### config.mk
export PLATFORM = sky130hd
export DESIGN_NAME = register_file_sb_flat
export DESIGN_NICKNAME = d
export VERILOG_FILES = /design/src/rtl/register_file_sb_pkg.sv /design/src/rtl/register_file_sb_if.sv /design/src/rtl/register_file_scoreboard.sv /design/src/rtl/register_file_sb.sv /design/src/flat_wrapper.sv
export SDC_FILE = /design/constraint.sdc
export NUM_CORES = 1
export LEC_CHECK = 0
export BUFFER_PORTS_ARGS = -buffer_cell sky130_fd_sc_hd__buf_2
export CAP_MARGIN = 10
export CORE_ASPECT_RATIO = 0.75
export CORE_MARGIN = 1
export CORE_UTILIZATION = 45
export DETAILED_ROUTE_END_ITERATION = 16
export MAX_ROUTING_LAYER = met4
export SLEW_MARGIN = 20
export SYNTH_ARGS = -nofsm -noshare
export SYNTH_HDL_FRONTEND = slang
export SYNTH_SLANG_ARGS = --single-unit
### constraint.sdc
create_clock -name clk -period 1.6 [get_ports clk]
set_clock_uncertainty 0.1 [all_clocks]
set_input_delay 0.08 -clock clk [delete_from_list [all_inputs] [get_ports clk]]
set_output_delay 0.08 -clock clk [all_outputs]
set_load 0.005 [all_outputs]
### src/rtl/register_file_sb_pkg.sv
// Shared sizing defaults for the register file and its scoreboard.
// Widths derive from REG_COUNT so pointer and array sizes stay consistent.
package register_file_sb_pkg;

    localparam int REG_COUNT_DEF    = 16;
    localparam int REG_SIZE_DEF     = 8;
    localparam int REG_PTR_SIZE_DEF = $clog2(REG_COUNT_DEF);
    localparam int READ_PORTS_DEF   = 2;
    localparam int BYPASS_EN_DEF    = 1;

endpackage

### src/rtl/register_file_sb_if.sv
// Decode/writeback-facing bus of the register file: read ports, hazard
// query, issue notification and writeback. The master side is decode/writeback.
interface register_file_sb_if
    import register_file_sb_pkg::*;
#(
    parameter int REG_SIZE     = REG_SIZE_DEF,
    parameter int REG_PTR_SIZE = REG_PTR_SIZE_DEF,
    parameter int READ_PORTS   = READ_PORTS_DEF
);

    logic                               init_R0;
    logic [REG_SIZE-1:0]                init_R0_data;
    logic [READ_PORTS*REG_PTR_SIZE-1:0] rd_ptr;
    logic [READ_PORTS*REG_SIZE-1:0]     rd_data;
    logic [READ_PORTS-1:0]              rd_pending;
    logic [READ_PORTS-1:0]              rd_used;
    logic                               hazard;
    logic                               issue_valid;
    logic [REG_PTR_SIZE-1:0]            issue_dst;
    logic                               wb_valid;
    logic [REG_PTR_SIZE-1:0]            wb_dst;
    logic [REG_SIZE-1:0]                wb_data;

    modport master (
        output init_R0, init_R0_data, rd_ptr, rd_used,
               issue_valid, issue_dst, wb_valid, wb_dst, wb_data,
        input  rd_data, rd_pending, hazard
    );

    modport slave (
        input  init_R0, init_R0_data, rd_ptr, rd_used,
               issue_valid, issue_dst, wb_valid, wb_dst, wb_data,
        output rd_data, rd_pending, hazard
    );

endinterface

### src/rtl/register_file_scoreboard.sv
// Pending-write scoreboard: one bit per register marking an in-flight producer.
// Issue sets, writeback clears, and a same-cycle issue beats the clear.
module register_file_scoreboard
    import register_file_sb_pkg::*;
#(
    parameter int REG_COUNT    = REG_COUNT_DEF,
    parameter int REG_PTR_SIZE = $clog2(REG_COUNT),
    parameter int READ_PORTS   = READ_PORTS_DEF,
    parameter int BYPASS_EN    = BYPASS_EN_DEF
) (
    input  logic                               clk,
    input  logic                               reset,
    input  logic                               i_issue_valid,
    input  logic [REG_PTR_SIZE-1:0]            i_issue_dst,
    input  logic                               i_wb_valid,
    input  logic [REG_PTR_SIZE-1:0]            i_wb_dst,
    input  logic [READ_PORTS*REG_PTR_SIZE-1:0] i_rd_ptr,
    output logic [READ_PORTS-1:0]              o_rd_pending
);

    localparam bit BYPASS = (BYPASS_EN != 0);

    logic [REG_COUNT-1:0] r_pend;
    logic [REG_COUNT-1:0] w_pendNext;

    // Set is applied after clear so a newer producer stays outstanding; R0 never pends
    always_comb begin
        w_pendNext = r_pend;
        if (i_wb_valid) begin
            w_pendNext[i_wb_dst] = 1'b0;
        end
        if (i_issue_valid) begin
            w_pendNext[i_issue_dst] = 1'b1;
        end
        w_pendNext[0] = 1'b0;
    end

    always_ff @(posedge clk or negedge reset) begin
        if (!reset) begin
            r_pend <= '0;
        end else begin
            r_pend <= w_pendNext;
        end
    end

    for (genvar k = 0; k < READ_PORTS; k++) begin : g_lookup
        logic [REG_PTR_SIZE-1:0] w_ptr;
        logic                    w_wbHit;

        assign w_ptr   = i_rd_ptr[k*REG_PTR_SIZE +: REG_PTR_SIZE];
        // A forwarded writeback makes the operand valid this cycle
        assign w_wbHit = BYPASS && i_wb_valid && (i_wb_dst == w_ptr) && (w_ptr != '0);
        assign o_rd_pending[k] = r_pend[w_ptr] & ~w_wbHit;
    end

endmodule

### src/rtl/register_file_sb.sv
// Multi-port register file with writeback bypass and RAW hazard scoreboard.
// R0 is loaded only through the init path and resets to the core index.
module register_file_sb
    import register_file_sb_pkg::*;
#(
    parameter int CORE_NUM     = 0,
    parameter int REG_COUNT    = REG_COUNT_DEF,
    parameter int REG_SIZE     = REG_SIZE_DEF,
    parameter int REG_PTR_SIZE = $clog2(REG_COUNT),
    parameter int READ_PORTS   = READ_PORTS_DEF,
    parameter int BYPASS_EN    = BYPASS_EN_DEF
) (
    input  logic              clk,
    input  logic              reset,
    register_file_sb_if.slave bus
);

    localparam bit                  BYPASS   = (BYPASS_EN != 0);
    localparam logic [REG_SIZE-1:0] R0_RESET = REG_SIZE'(CORE_NUM);

    logic [REG_SIZE-1:0] r_regs [REG_COUNT];

    // init_R0 is written last so it always owns R0
    always_ff @(posedge clk or negedge reset) begin
        if (!reset) begin
            r_regs[0] <= R0_RESET;
            for (int i = 1; i < REG_COUNT; i++) begin
                r_regs[i] <= '0;
            end
        end else begin
            if (bus.wb_valid && (bus.wb_dst != '0)) begin
                r_regs[bus.wb_dst] <= bus.wb_data;
            end
            if (bus.init_R0) begin
                r_regs[0] <= bus.init_R0_data;
            end
        end
    end

    for (genvar k = 0; k < READ_PORTS; k++) begin : g_read
        logic [REG_PTR_SIZE-1:0] w_ptr;
        logic                    w_fwdWb;
        logic                    w_fwdInit;

        assign w_ptr     = bus.rd_ptr[k*REG_PTR_SIZE +: REG_PTR_SIZE];
        assign w_fwdWb   = BYPASS && bus.wb_valid && (bus.wb_dst == w_ptr) && (w_ptr != '0);
        assign w_fwdInit = BYPASS && bus.init_R0 && (w_ptr == '0);

        assign bus.rd_data[k*REG_SIZE +: REG_SIZE] =
            w_fwdInit ? bus.init_R0_data :
            w_fwdWb   ? bus.wb_data      :
                        r_regs[w_ptr];
    end

    register_file_scoreboard #(
        .REG_COUNT   (REG_COUNT),
        .REG_PTR_SIZE(REG_PTR_SIZE),
        .READ_PORTS  (READ_PORTS),
        .BYPASS_EN   (BYPASS_EN)
    ) u_scoreboard (
        .clk          (clk),
        .reset        (reset),
        .i_issue_valid(bus.issue_valid),
        .i_issue_dst  (bus.issue_dst),
        .i_wb_valid   (bus.wb_valid),
        .i_wb_dst     (bus.wb_dst),
        .i_rd_ptr     (bus.rd_ptr),
        .o_rd_pending (bus.rd_pending)
    );

    assign bus.hazard = |(bus.rd_used & bus.rd_pending);

endmodule

### src/flat_wrapper.sv
// flat-port wrapper written by rule: the top's interface ports become plain ports
module register_file_sb_flat import register_file_sb_pkg::*;
#(
    parameter int CORE_NUM     = 0,
    parameter int REG_COUNT    = REG_COUNT_DEF,
    parameter int REG_SIZE     = REG_SIZE_DEF,
    parameter int REG_PTR_SIZE = $clog2(REG_COUNT),
    parameter int READ_PORTS   = READ_PORTS_DEF,
    parameter int BYPASS_EN    = BYPASS_EN_DEF
)
  (clk, reset, bus_init_R0, bus_init_R0_data, bus_rd_ptr, bus_rd_used, bus_issue_valid, bus_issue_dst, bus_wb_valid, bus_wb_dst, bus_wb_data, bus_rd_data, bus_rd_pending, bus_hazard);
  register_file_sb_if #(.REG_SIZE(REG_SIZE), .REG_PTR_SIZE(REG_PTR_SIZE), .READ_PORTS(READ_PORTS)) bus_i ();
  input  logic clk;
  input  logic reset;
  input wire logic [$bits(bus_i.init_R0)-1:0] bus_init_R0;
  input wire logic [$bits(bus_i.init_R0_data)-1:0] bus_init_R0_data;
  input wire logic [$bits(bus_i.rd_ptr)-1:0] bus_rd_ptr;
  input wire logic [$bits(bus_i.rd_used)-1:0] bus_rd_used;
  input wire logic [$bits(bus_i.issue_valid)-1:0] bus_issue_valid;
  input wire logic [$bits(bus_i.issue_dst)-1:0] bus_issue_dst;
  input wire logic [$bits(bus_i.wb_valid)-1:0] bus_wb_valid;
  input wire logic [$bits(bus_i.wb_dst)-1:0] bus_wb_dst;
  input wire logic [$bits(bus_i.wb_data)-1:0] bus_wb_data;
  output wire logic [$bits(bus_i.rd_data)-1:0] bus_rd_data;
  output wire logic [$bits(bus_i.rd_pending)-1:0] bus_rd_pending;
  output wire logic [$bits(bus_i.hazard)-1:0] bus_hazard;
  assign bus_i.init_R0 = bus_init_R0;
  assign bus_i.init_R0_data = bus_init_R0_data;
  assign bus_i.rd_ptr = bus_rd_ptr;
  assign bus_i.rd_used = bus_rd_used;
  assign bus_i.issue_valid = bus_issue_valid;
  assign bus_i.issue_dst = bus_issue_dst;
  assign bus_i.wb_valid = bus_wb_valid;
  assign bus_i.wb_dst = bus_wb_dst;
  assign bus_i.wb_data = bus_wb_data;
  assign bus_rd_data = bus_i.rd_data;
  assign bus_rd_pending = bus_i.rd_pending;
  assign bus_hazard = bus_i.hazard;
  register_file_sb #(.CORE_NUM(CORE_NUM), .REG_COUNT(REG_COUNT), .REG_SIZE(REG_SIZE), .REG_PTR_SIZE(REG_PTR_SIZE), .READ_PORTS(READ_PORTS), .BYPASS_EN(BYPASS_EN)) u_core (.clk(clk), .reset(reset), .bus(bus_i));
endmodule
==> results_dict.tcl, run 1 <==
set metrics [dict create \
    cp.required_ns 1.42 \
    outcome "finished with violations" \
    final_common_cell "dfrtp_1" \
    synthFlopType "dfrtp_1" \
    min_period_over_period 1.47 \
    grt_pass1_wl_um 41700 \
    hold_viol 0 \
    route.detailed.drc 0 \
    cp_top_family "multiplexers" \
    yosysSeqAreaShare 0.427 \
    timing.final.setup_violations 19 \
    drv_cap 0 \
    diodes 0 \
    crit_chain "mux4_2, nor2b_4, a211oi_2, and4bb_1, o22a_1, buf_2" \
    stdcell_count 1101 \
    clockBufferDepth 2 \
    dr.pass1.iters 5 \
    hold_ws_ns 0.0253 \
    p_per_area_mw_per_mm2 1180 \
    grt_max_degree 43 \
    dp_hpwl_um 19200 \
    finalSetupTns_ns -10.38 \
    routed_wl_um 26900 \
    synth_nets 709 \
    die_h_um 120 \
    crit_type "register to output pin" \
    core_area_mm2 0.0179 \
    rows 42 \
    cts.sink_count 143 \
    critical_path_buf_inv_count 1 \
    ios 58 \
    finalCriticalPeriod_ns 2.35 \
    syn2layout_area_growth_pct 29.9 \
    cts_buffers 17 \
    synth-edff-count 0 \
    grt_overflow 0 \
    vias_per_cell 6.12 \
    worstMarginPinSlew_ns 0.489 \
    layout_common_cells "dfrtp_1, buf_4, mux2_2" \
    vdd_drop_max_v 0.000584 \
    violations "negative setup slack" \
    dieArea_mm2 0.0192 \
    fin_nets 888 \
    cp_max_fo 2 \
    die_x_um 160 \
    initial_core_util 0.467 \
    grtUsageTotal 0.302 \
    yosysWarningCount 0 \
    vias 6736 \
    drtIter0Drc 591 \
    slew_headroom 0.674 \
    antenna_left 0 \
    cts_root_buffer "clkbuf_16" \
    wl_per_cell_um 24.4 \
    fmax_mhz 425 \
    synth.distinct_cells 46 \
    path_clk_slew_ns 0.06 \
    gp_congestion 0.940 \
    port_buffers 57 \
    ys_seq_elements 143 \
    grt_pass1_vias 6941 \
    h-tree-depth 4 \
    dpl.cell_count 1043 \
    syn_area_per_cell_um2 12.5 \
    rsz0062_at_grt "true" \
    leakage_nw 4.89 \
    crit_arrival_ns 2.17 \
    worstSkewPairLatency_ns 0.42 \
    worstSetupEndpointType "output pin" \
    synthArstFlopShare 1.00 \
    antenna_found_initial 0 \
    hp-class "primary input to asynchronous set/reset pin" \
    syn_area_mm2 0.00837 \
    drive_above_1_share 0.499 \
    finalWorstSetupSlack_ns -0.751 \
    critPathMaxStageDelay_ns 0.48 \
    cp-start-kind "register" \
    report.final.slew_viol_count 0 \
    syn_inst 670 \
    cts_tree "yes" \
    slowest_stage "mux4_2" \
]
what timing repair did:
item | CTS | global route
endpoints found under the setup margin | 19 | 21
buffers inserted | 10 | 3
pin swaps | 39 | 13
hold buffers | 18 | 0
hold endpoints to repair | 166 | 0
resized for setup | 23 | 10
cells in the mapped netlist (2+ instances only):
cell / count / area share
xor2_1: 4 / 0.0042
mux4_2: 38 / 0.10
nor2_1: 8 / 0.0036
clkbuf_1: 17 / 0.0076
buf_6: 11 / 0.015
o2111ai_2: 2 / 0.0036
a211oi_1: 8 / 0.0072
inv_1: 10 / 0.0045
a311oi_1: 7 / 0.0073
xnor2_1: 2 / 0.0021
buf_1: 2 / 0.00090
nand3_1: 11 / 0.0066
mux2_2: 109 / 0.15
dfrtp_1: 143 / 0.43
nor2_2: 9 / 0.0067
and3_1: 15 / 0.011
nand3b_1: 5 / 0.0045
mux2_4: 14 / 0.025
a21o_1: 2 / 0.0018
nand3b_4: 2 / 0.0048
o21ai_0: 40 / 0.024
o31ai_1: 3 / 0.0027
nand2b_1: 9 / 0.0067
nor3_1: 4 / 0.0024
buf_4: 5 / 0.0045
mux2i_1: 64 / 0.077
and2_1: 2 / 0.0015
nand2_1: 24 / 0.011
o22ai_1: 47 / 0.035
nor2b_1: 4 / 0.0030
buf_2: 21 / 0.013
or3_1: 5 / 0.0037
mux2_1: 4 / 0.0054
a21oi_1: 4 / 0.0024
or3b_1: 4 / 0.0042
flip-flops by register name (all words and copies together) (netlist names):
name / count
u_core.u_scoreboard.r_pend: 15
u_core.r_regs: 128
stage by stage:
stage | utilization | power (mW) | area (um2) | setup WS [ns]
after floorplan | - | 6.92 | 8370 | -0.0463
after global routing | 0.607 | 13.4 | 10900 | -0.781
after global placement | 0.548 | 8.23 | 9830 | -0.440
final | 0.607 | 12.8 | 10900 | -0.751
after CTS | 0.604 | 12.8 | 10800 | -0.770
after detailed placement | 0.548 | 8.40 | 9830 | -0.451
power breakdown:
part	leakage [nW]	internal (mW)	switching, mW	total [mW]
clock network	0.298	2.63	1.50	4.14
logic	2.84	2.16	1.51	3.67
registers	1.75	4.43	0.603	5.03
total	4.89	9.23	3.62	12.8
worst paths after layout:
check | from | endpoint | slack (ns) | cells after the start
max | u_core.r_regs[73] | bus_rd_data[9] | -0.75 | 6
min | reset | u_core.r_regs[89] | 0.03 | 2
max reg2reg | u_core.u_scoreboard.r_pend[2] | u_core.u_scoreboard.r_pend[2] | 0.30 | 3
min reg2reg | u_core.r_regs[63] | u_core.r_regs[63] | 0.42 | 1
max in group asynchronous | reset | u_core.r_regs[69] | 0.77 | 3
min in group clk | bus_init_R0 | u_core.r_regs[125] | 0.06 | 2
final cells by class:
cell class	instances	area, um2
Sequential cell	143	3580
Clock buffer	24	502
Timing Repair Buffer	218	1800
Multi-Input combinational cell	459	4550
Tap cell	242	303
Clock inverter	5	104
Fill cell	1409	7050
Inverter	10	37.5
cells by family (layout without fill, tap and decap cells):
| logic type | Yosys count | count (layout) | synth area share |
|---|---|---|---|
| muxes | 229 | 229 | 0.356 |
| xor gates and xnor gates | 6 | 6 | 0.00628 |
| DFF | 143 | 143 | 0.427 |
| and+or+nand+nor | 107 | 107 | 0.0756 |
| buffers and inverters | 68 | 257 | 0.0472 |
| AOI/OAI and AO/OA | 117 | 117 | 0.0877 |
per-layer routing:
| layer | part of all wire | track usage | vias to the layer above |
|---|---|---|---|
| li1 | - | - | 2896 |
| met1 | 0.45 | 0.414 | 3496 |
| met2 | 0.45 | 0.440 | 294 |
| met3 | 0.079 | 0.0816 | 50 |
| met4 | 0.020 | 0.0829 | 0 |
| met5 | 0 | - | - |
(Power assumes the default switching activity.)
==> run 2: changes to the inputs <==
--- a/config.mk
+++ b/config.mk
@@ -11,7 +11,6 @@
 export CORE_MARGIN = 1
 export CORE_UTILIZATION = 45
 export DETAILED_ROUTE_END_ITERATION = 16
-export MAX_ROUTING_LAYER = met4
 export SLEW_MARGIN = 20
 export SYNTH_ARGS = -nofsm -noshare
 export SYNTH_HDL_FRONTEND = slang
==> results_dict.tcl, run 2 (synthesis gave the netlist of run 1 again) <==
set metrics [dict create \
    syn2layout_area_growth_pct 30.9 \
    grt_overflow 0 \
    dr.pass1.iters 6 \
    finalWorstSetupSlack_ns -0.755 \
    leakage_nw 4.90 \
    reg2reg_depth 3 \
    rsz0062_at_grt "true" \
    die_h_um 120 \
    vias 6615 \
    wl_per_cell_um 24.2 \
    fmax_mhz 425 \
    dpl.cell_count 1041 \
    grt_pass1_vias 6826 \
    largest_register_ffs 128 \
    reg_top3 "u_core.r_regs (128), u_core.u_scoreboard.r_pend (15)" \
    dieArea_mm2 0.0192 \
    diodes 0 \
    port_buffers 57 \
    ios 58 \
    finalCriticalPeriod_ns 2.36 \
    worstMarginPinSlew_ns 0.478 \
    p_total_mw 13.2 \
    grt_max_degree 49 \
    clockPowerShare 0.335 \
    cp-start-kind "register" \
    holdPathStages 2 \
    grtUsageTotal 0.292 \
    min_period_over_period 1.47 \
    cp.required_ns 1.42 \
    final_common_cell "dfrtp_1" \
    internal-power_mw 9.44 \
    gp_congestion 0.904 \
    antenna_left 0 \
    cts_buffers 17 \
    seqPwrFrac 0.382 \
    clockBufferDepth 2 \
    initial_core_util 0.467 \
    drive_above_1_share 0.510 \
    swShare 0.283 \
    worstSkewPairLatency_ns 0.43 \
    layout_common_cells "dfrtp_1, buf_4, mux2_2" \
    hold_viol 0 \
    hp-class "primary input to register" \
    report.final.slew_viol_count 0 \
    die_x_um 160 \
    drv_cap 0 \
    violations "negative setup slack" \
    dp_hpwl_um 18800 \
    slew_headroom 0.681 \
    p_sw_mw 3.72 \
    p_per_area_mw_per_mm2 1200 \
    worstSetupEndpointType "output pin" \
    drtIter0Drc 488 \
    crit_arrival_ns 2.18 \
    vdd_drop_max_v 0.000617 \
    rows 42 \
    critPathMaxStageDelay_ns 0.46 \
    routed_wl_um 26700 \
    antenna_found_initial 0 \
    cts_root_buffer "clkbuf_16" \
    fin_nets 889 \
    cts.sink_count 143 \
    grt_pass1_wl_um 41400 \
    slowest_stage "mux4_2" \
    pwr-share-comb 0.283 \
    h-tree-depth 4 \
    vias_per_cell 5.99 \
    stdcell_count 1105 \
    top_register "u_core.r_regs" \
    crit_type "register to output pin" \
    timing.final.setup_violations 19 \
    outcome "finished with violations" \
    path_clk_slew_ns 0.06 \
    cts_tree "yes" \
    critical_path_buf_inv_count 1 \
    core_area_mm2 0.0179 \
    route.detailed.drc 0 \
    cp_max_fo 2 \
    path_depth 6 \
    crit_chain "mux4_2, nor2b_1, a211oi_2, and4bb_1, o22a_1, buf_2" \
    cp_top_family "multiplexers" \
]
[run 2: worst register-to-register path, cell delays in order, from the launching register on]
cell	delay [ns]
dfrtp_1	0.41
nand2_1	0.09
o31ai_2	0.06
dlygate4sd3_1	0.56
[run 2: worst paths after layout]
kind	slack, ns	start	to
min in group asynchronous	0.06	reset	u_core.u_scoreboard.r_pend[2]
setup / recovery	-0.76	u_core.r_regs[89]	bus_rd_data[9]
hold reg to reg	0.42	u_core.r_regs[25]	u_core.r_regs[25]
max in group asynchronous	0.73	reset	u_core.r_regs[35]
setup reg to reg	0.26	u_core.u_scoreboard.r_pend[12]	u_core.u_scoreboard.r_pend[12]
hold / removal	0.04	bus_init_R0	u_core.r_regs[127]
[run 2: metrics by stage]
step	setup TNS (ns)	util	cell area, um2	hold slack (ns)	setup WS (ns)
6_report	-10.22	0.612	11000	0.0352	-0.755
3_5_place_dp	-6.31	0.548	9820	-0.0487	-0.468
5_1_grt	-11.22	0.612	11000	0.0388	-0.794
4_1_cts	-10.23	0.608	10900	0.0213	-0.737
3_3_place_gp	-6.12	0.548	9820	-0.0576	-0.449
2_1_floorplan	-0.0463	-	8370	-0.316	-0.0463
[run 2: area by class of cell]
type	instances	area, um2
clock buffers	19	443
clock inverters	13	210
fillers	1408	6960
inverters	10	37.5
multi-input cells	459	4570
flip-flops and latches	143	3580
well taps	242	303
repair buffers	219	1810
[run 2: power groups by stage]
stage	Combinational [mW]	Clock, mW	Sequential, mW
finish	3.72	4.41	5.02
global route	3.97	4.61	5.12
CTS	3.64	4.46	4.99
detailed placement	3.33	0	5.05
global placement	3.23	0	5.00
floorplan	2.04	0	4.88
[run 2: timing repair]
item                                   in CTS  in global routing
resized for setup                          26                 11
setup endpoints to repair                  19                 21
hold buffers                               18                  0
endpoints found under the hold margin     166                  0
buffers inserted                           13                  2
pin swaps                                  47                  7
[run 2: layer usage]
metal	global-route usage	wire [um]	part of all wire	up-vias
met4	0.0859	530	0.020	0
met5	0	0	0	-
met3	0.0726	1970	0.074	40
li1	-	-	-	2899
met1	0.414	12200	0.46	3421
met2	0.444	12000	0.45	255
==> run 3: changes to the inputs <==
==> constraint.sdc (replaced) <==
create_clock -name clk -period 2.9 [get_ports clk]
set_clock_uncertainty 0.1 [all_clocks]
set_input_delay 0.145 -clock clk [delete_from_list [all_inputs] [get_ports clk]]
set_output_delay 0.145 -clock clk [all_outputs]
set_load 0.005 [all_outputs]
==> results_dict.tcl, run 3 (synthesis gave the netlist of run 1 again) <==
set metrics [dict create \
    outcome "finished clean" \
    antenna_found_initial 0 \
    reg2reg_depth 3 \
    hold_path.startpoint "bus_wb_data[1]" \
    rows 42 \
    n_fill_cell 1534 \
    reg_top3 "u_core.r_regs (128), u_core.u_scoreboard.r_pend (15)" \
    routed_wl_um 24100 \
    grt_pass1_vias 6054 \
    cts_setup_buffers 0 \
    dieArea_mm2 0.0192 \
    initial_core_util 0.467 \
    drv_cap 0 \
    antenna_left 0 \
    final_common_cell "dfrtp_1" \
    vdd_drop_max_v 0.000382 \
    finalWorstSetupSlack_ns 0.201 \
    dpl_cell_area_mm2 0.00875 \
    largest_register_ffs 128 \
    core_area_mm2 0.0179 \
    cp_max_fo 3 \
    min_to "u_core.r_regs[65]" \
    finalCriticalPeriod_ns 2.70 \
    critPathMaxStageDelay_ns 0.47 \
    drive_above_1_share 0.379 \
    crit_arrival_ns 2.45 \
    r2r_end "u_core.u_scoreboard.r_pend[12]" \
    dp_hpwl_um 16700 \
    leakage_nw 4.11 \
    hold_viol 0 \
    timing.final.setup_violations 0 \
    startpoint "u_core.r_regs[89]" \
    diodes 0 \
    worstSetupEndpointType "output pin" \
    worstSkewPairLatency_ns 0.43 \
    crit_type "register to output pin" \
    cts.sink_count 143 \
    port_buffers 57 \
    die_h_um 120 \
    rsz0062_at_grt "false" \
    report.final.slew_viol_count 0 \
    dr.pass1.iters 5 \
    rrSetupSlack_ns 1.57 \
    drtIter0Drc 654 \
    die_x_um 160 \
    grt_overflow 0 \
    syn2layout_area_growth_pct 13.3 \
    vias_per_cell 6.19 \
    slowest_stage "mux4_2" \
    holdPathStages 2 \
    hp-class "primary input to register" \
    grtUsageTotal 0.266 \
    p_per_area_mw_per_mm2 686 \
    ios 58 \
    min_period_over_period 0.931 \
    path_clk_slew_ns 0.06 \
    fmax_mhz 371 \
    gp_congestion 0.890 \
    h-tree-depth 4 \
    worstMarginPinSlew_ns 0.804 \
    design_area_mm2 0.00949 \
    cts_buffers 17 \
    finalSetupTns_ns 0 \
    top_register "u_core.r_regs" \
    dpl.cell_count 925 \
    r2r-start "u_core.u_scoreboard.r_pend[12]" \
    fin_nets 757 \
    slew_headroom 0.464 \
    crit_chain "mux4_2, nor2b_1, a211oi_1, and4bb_1, o22a_1, buf_2" \
    grt_pass1_wl_um 37600 \
    layout_common_cells "dfrtp_1, mux2_2, mux2i_1" \
    cp.required_ns 2.65 \
    wl_per_cell_um 24.8 \
    vias 6021 \
    route.detailed.drc 0 \
    cts_tree "yes" \
    clockBufferDepth 2 \
    cts_root_buffer "clkbuf_16" \
    stdcell_count 972 \
    grt_max_degree 74 \
    place_ws_ns 0.450 \
    cp-start-kind "register" \
]
run 3: timing repair:
item	CTS	global route
hold buffers	16	0
setup endpoints to repair	0	0
hold endpoints to repair	88	0
resized for setup	0	0
run 3: routing by layer:
layer  vias up  track usage  wire length [um]
met4         0       0.0733               377
met3        35       0.0743              1710
met1      3126        0.382             11200
met2       230        0.392             10800
li1       2630            -                 -
met5         -            0                 0
run 3: cell type report:
| cell class | count | area, um2 | share of cell area |
|---|---|---|---|
| multi-input combinational | 459 | 4400 | 0.464 |
| clock buffer | 20 | 457 | 0.0481 |
| sequential | 143 | 3580 | 0.377 |
| inverter | 10 | 37.5 | 0.00396 |
| tap | 242 | 303 | 0.0319 |
| timing repair buffer | 87 | 594 | 0.0627 |
| clock inverter | 11 | 116 | 0.0123 |
run 3: per-stage QoR:
stage,hold WS [ns],utilization,power (mW)
final,0.0563,0.529,6.51
after global routing,0.0600,0.529,6.81
after CTS,0.0237,0.529,6.51
after detailed placement,0.133,0.488,4.33
after global placement,0.119,0.488,4.26
after floorplan,-0.251,-,3.82
run 3: worst max-delay path: cells and delay by family (launching register included):
kind                   cells  cell delay (ns)
multiplexers               1             0.47
AO/OA/AOI/OAI              2             0.62
buffers and inverters      1             0.13
flip-flops                 1             0.42
AND/OR/NAND/NOR            2             0.38
run 3: power breakdown:
part	leakage, nW	internal [mW]	switching (mW)
clock network	0.277	1.30	0.853
logic	2.09	0.879	0.672
registers	1.75	2.45	0.362
run 3: worst max-delay path by stage:
| stage | to | slack [ns] | cells after the start |
|---|---|---|---|
| 2_1_floorplan | bus_rd_data[9] | 1.19 | 5 |
| 3_3_place_gp | bus_rd_data[4] | 0.44 | 8 |
| 3_5_place_dp | bus_rd_data[4] | 0.45 | 7 |
| 4_1_cts | bus_rd_data[9] | 0.24 | 6 |
| 5_1_grt | bus_rd_data[9] | 0.09 | 6 |
| 6_report | bus_rd_data[9] | 0.20 | 6 |
